File: config.mk
export PLATFORM = sky130hd
export DESIGN_NAME = sha3_padder
export DESIGN_NICKNAME = d
export VERILOG_FILES = /design/src/rtl/sha3_padder.sv
export SDC_FILE = /design/constraint.sdc
export NUM_CORES = 2
export LEC_CHECK = 0
export CAP_MARGIN = 20
export CORE_AREA = 4 4 442 444
export CTS_BUF_LIST = sky130_fd_sc_hd__clkbuf_4
export DETAILED_ROUTE_END_ITERATION = 7
export DIE_AREA = 0 0 446 448
export GPL_TIMING_DRIVEN = 0
export SETUP_SLACK_MARGIN = 0.5
export SLEW_MARGIN = 20
export SYNTH_ARGS = -nofsm -noshare
export SYNTH_HDL_FRONTEND = slang
export SYNTH_SLANG_ARGS = --single-unit
File: constraint.sdc
create_clock -name clk -period 103.2 [get_ports clk]
set_clock_uncertainty 0.1 [all_clocks]
set_input_delay 20.64 -clock clk [delete_from_list [all_inputs] [get_ports clk]]
set_output_delay 20.64 -clock clk [all_outputs]
set_load 0.005 [all_outputs]
File: src/rtl/sha3_padder.sv
// SHA-3 message padder: packs 32-bit words into a rate-sized block and applies
// the 0x06 ... 0x80 domain/pad bytes after the final word.
module sha3_padder #(
   parameter int RATE_WORDS = 34
) (
   input  logic                      clk,
   input  logic                      reset,
   input  logic [31:0]               in,
   input  logic                      in_ready,
   input  logic                      is_last,
   input  logic [1:0]                byte_num,
   output logic                      buffer_full,
   output logic [32*RATE_WORDS-1:0]  out,
   input  logic                      f_ack,
   output logic                      done
);

   localparam int CW = $clog2(RATE_WORDS + 1);

   typedef enum logic [1:0] {ABSORB, ZEROFILL, DONE} state_t;

   state_t                   r_state;
   state_t                   w_next;
   logic [CW-1:0]            r_cnt;
   logic                     r_full;
   logic [32*RATE_WORDS-1:0] r_out;

   logic                     w_accept;
   logic                     w_shift;
   logic                     w_release;
   logic                     w_last_slot;
   logic                     w_padding;
   logic [31:0]              w_pad;
   logic [31:0]              w_word;

   always_ff @(posedge clk or posedge reset) begin
      if (reset) r_state <= ABSORB;
      else       r_state <= w_next;
   end

   always_comb begin
      w_next = r_state;
      case (r_state)
         ABSORB:   if (w_accept && is_last) w_next = ZEROFILL;
         ZEROFILL: if (w_release)           w_next = DONE;
         default:                           w_next = DONE;
      endcase
   end

   always_comb begin
      w_accept    = (r_state == ABSORB) && in_ready && !r_full;
      w_shift     = w_accept || ((r_state == ZEROFILL) && !r_full);
      w_release   = r_full && f_ack && (r_state != DONE);
      w_last_slot = (r_cnt == CW'(RATE_WORDS - 1));
      w_padding   = (r_state == ZEROFILL) || is_last;

      case (byte_num)
         2'd0:    w_pad = 32'h0600_0000;
         2'd1:    w_pad = {in[31:24], 24'h06_0000};
         2'd2:    w_pad = {in[31:16], 16'h0600};
         default: w_pad = {in[31:8],  8'h06};
      endcase

      w_word = 32'h0;
      if (r_state == ABSORB) w_word = is_last ? w_pad : in;
      // closing pad bit goes on whichever word fills the final slot of the padded block
      if (w_last_slot && w_padding) w_word[7] = 1'b1;
   end

   always_ff @(posedge clk or posedge reset) begin
      if (reset) begin
         r_out  <= '0;
         r_cnt  <= '0;
         r_full <= 1'b0;
      end else if (w_release) begin
         r_full <= 1'b0;
      end else if (w_shift) begin
         r_out <= {r_out[32*RATE_WORDS-33:0], w_word};
         if (w_last_slot) begin
            r_cnt  <= '0;
            r_full <= 1'b1;
         end else begin
            r_cnt  <= r_cnt + 1'b1;
         end
      end
   end

   assign out         = r_out;
   assign buffer_full = r_full;
   assign done        = (r_state == DONE);

endmodule

==> impl_metrics.tcl <==
set metrics [dict create \
    hold_path_depth 1 \
    required_ns 82.46 \
    grt_pass1_wl_mm 233 \
    worstSetupPathType "flop to output pin" \
    reg2regPathDepth 6 \
    maxCapViolations 0 \
    hp-start "out[461]" \
    h-tree-depth 5 \
    synth_seq_cells 1097 \
    synth.area.top_cells "dfrtp_1 65%, mux2_2 20%, mux2_4 11%, buf_4 1.1%, buf_8 1.1%" \
    fp.dieW_um 446 \
    hold_buffers 0 \
    grtUsageTotal_pct 16.5 \
    wl_per_cell_um 25.8 \
    viasPerCell 4.12 \
    syn_inst 2397 \
    crit_fanout 7 \
    status "finished clean" \
    cts_tree "yes" \
    clock-sinks 1097 \
    stdcell_count 6573 \
    worstHoldEndpoint "out[493]" \
    cts_buffers 316 \
    portBuffers 1127 \
    ys_async_sr_fraction_pct 100 \
    layout_commonest_cell "clkdlybuf4s50_1" \
    drc 0 \
    gp_congestion 0.878 \
    clock_path_buffers 4 \
    antenna_left 0 \
    grt_max_degree 107 \
    p_leak_nw 29.7 \
    cp_slowest_cell "clkdlybuf4s50_1" \
    irDropWorstVdd_mv 0.0126 \
    r2r-start "r_state[0]" \
    cts-root-buf "clkbuf_4" \
    synth_top_cell_by_area "dfrtp_1" \
    grt_overflow 0 \
    finalMaxSlewViolations 0 \
    final_hold_viol_count 0 \
    min_period_ns 23.41 \
    fin_crit_sh_pct 22.7 \
    cts_resized 0 \
    ys_seq_area_share_pct 64.7 \
    clk_pin_slew_worst_paths_ns 0.06 \
    drive_above_1_share_pct 41.5 \
    synth_warnings 0 \
    fmax_mhz 42.7 \
    nNetsFinal 3895 \
    first_pass_iters 5 \
    r2r_slack_ns 100.53 \
    start_util_pct 22.2 \
    synth_ff_type "dfrtp_1" \
    syn2layout_area_growth_pct 43.6 \
    vias 27078 \
    wl_mm 170 \
    slew_headroom_pct 44.5 \
    crit_arrival_ns 2.67 \
    antenna_found_initial 7 \
    post_synth_num_cell_types 42 \
    syn_nets 2438 \
    drt_iter0_drc 991 \
    fp.dieH_um 448 \
    coreArea_um2 192000 \
    tightest_slew_ns 0.826 \
    rsz0062_at_grt "no" \
    cp_slowest_stage_delay_ns 0.60 \
    synth_area_per_cell_um2 17.7 \
    finalSetupViolations 0 \
    dp_cells 6062 \
    synth_area_um2 42500 \
    place_hpwl_mm 136 \
    worstSetupEndpointType "output pin" \
    timing.hold.ws_ns 0.337 \
    hp-class "flop to flop" \
    fin_tns_setup_ns 0 \
    rows 161 \
    startpoint_type "flop" \
    cellPowerDensity_nw_per_um2 13.6 \
    cp_cell_sequence "buf_2 > inv_1 > nor2_1 > clkdlybuf4s50_1" \
    io-pin-count 1129 \
    post-cts-setup-buffer-count 0 \
    design.die.area_um2 200000 \
    synth_edf_count 0 \
    grt_pass1_vias 29307 \
    synth_top_area_share_pct 64.7 \
    final_cell_mix "1127 x clkdlybuf4s50_1, 1097 x dfrtp_1, 758 x mux2_2, 459 x clkbuf_4, 300 x mux2_4" \
    r2r-end "out[1083]" \
    worstSkewPairLatency_ns 1.24 \
]
==> how the worst max path moves through the flow <==
stage | from | endpoint | depth (start not counted)
2_1_floorplan | reset | buffer_full | 1
3_3_place_gp | reset | out[36] | 2
3_5_place_dp | reset | out[100] | 7
4_1_cts | out[608] | out[608] | 1
5_1_grt | r_state[1] | done | 4
6_report | r_state[1] | done | 4
==> power breakdown <==
part / internal [W] / switching (W) / total, W
Clock: 0.000206 / 0.000182 / 0.000388
Combinational: 0.00000332 / 0.00000963 / 0.0000130
Sequential: 0.000430 / 0.000000423 / 0.000431
==> sequential cells by signal, indices dropped and copies added (netlist names) <==
signal       cells
buffer_full      1
out           1088
r_cnt            6
r_state          2
==> cell type report <==
cell class	count	area, um2
Antenna cell	6	15.0
Buffer	129	1190
Clock buffer	459	3450
Clock inverter	46	243
Fill cell	19249	131000
Inverter	6	30.0
Multi-Input combinational cell	1165	13800
Sequential cell	1097	27500
Tap cell	2526	3160
Timing Repair Buffer	1139	11600
==> per-layer routing <==
layer  vias to the layer above  wire length, um  share of wire [%]  track usage (%)
li1                      11714                -                  -                -
met1                     13902            53500                 32             15.1
met2                      1124            96100                 57             32.2
met3                       332            12300                7.2             5.44
met4                         6             7930                4.7             8.42
met5                         -               44              0.026                0
==> synthesized netlist by cell type, types with 2 or more instances <==
cell / count
a2111oi_0: 2
a21oi_1: 2
a22o_1: 11
buf_12: 3
buf_2: 19
buf_4: 62
buf_6: 9
buf_8: 30
clkbuf_1: 6
dfrtp_1: 1097
ha_1: 2
inv_1: 6
mux2_2: 758
mux2_4: 300
nand2_1: 3
nand2b_1: 3
nand3_1: 17
nor2_1: 10
nor2b_1: 2
nor4_1: 2
o21ai_0: 16
o2bb2ai_1: 12
o31ai_1: 6
==> worst max-delay path: cells and delay by family, from the launching register on <==
| family | cells | cell delay (ns) |
|---|---|---|
| and+or+nand+nor | 1 | 0.13 |
| buffers and inverters | 3 | 0.97 |
| DFF | 1 | 0.32 |
==> stage by stage <==
stage	setup slack [ns]	cell area [um2]	power, W	util [%]
finish	79.79	60900	0.000832	31.8
global placement	37.80	56900	0.000452	29.7
CTS	79.51	60900	0.000850	31.8
global route	79.45	60900	0.000874	31.8
detailed placement	79.16	57200	0.000452	29.9
floorplan	51.57	42500	0.000446	-
==> cells by family after synthesis <==
| group | share of synthesized area [%] |
|---|---|
| AO/OA/AOI/OAI | 0.984 |
| XOR/XNOR | 0.0413 |
| adder cells (fa/ha/maj) | 0.0589 |
| buffers and inverters | 2.87 |
| flip-flops | 64.7 |
| multiplexers | 30.7 |
| AND/OR/NAND/NOR | 0.666 |
Note: power is estimated with default switching activity, not from simulation.
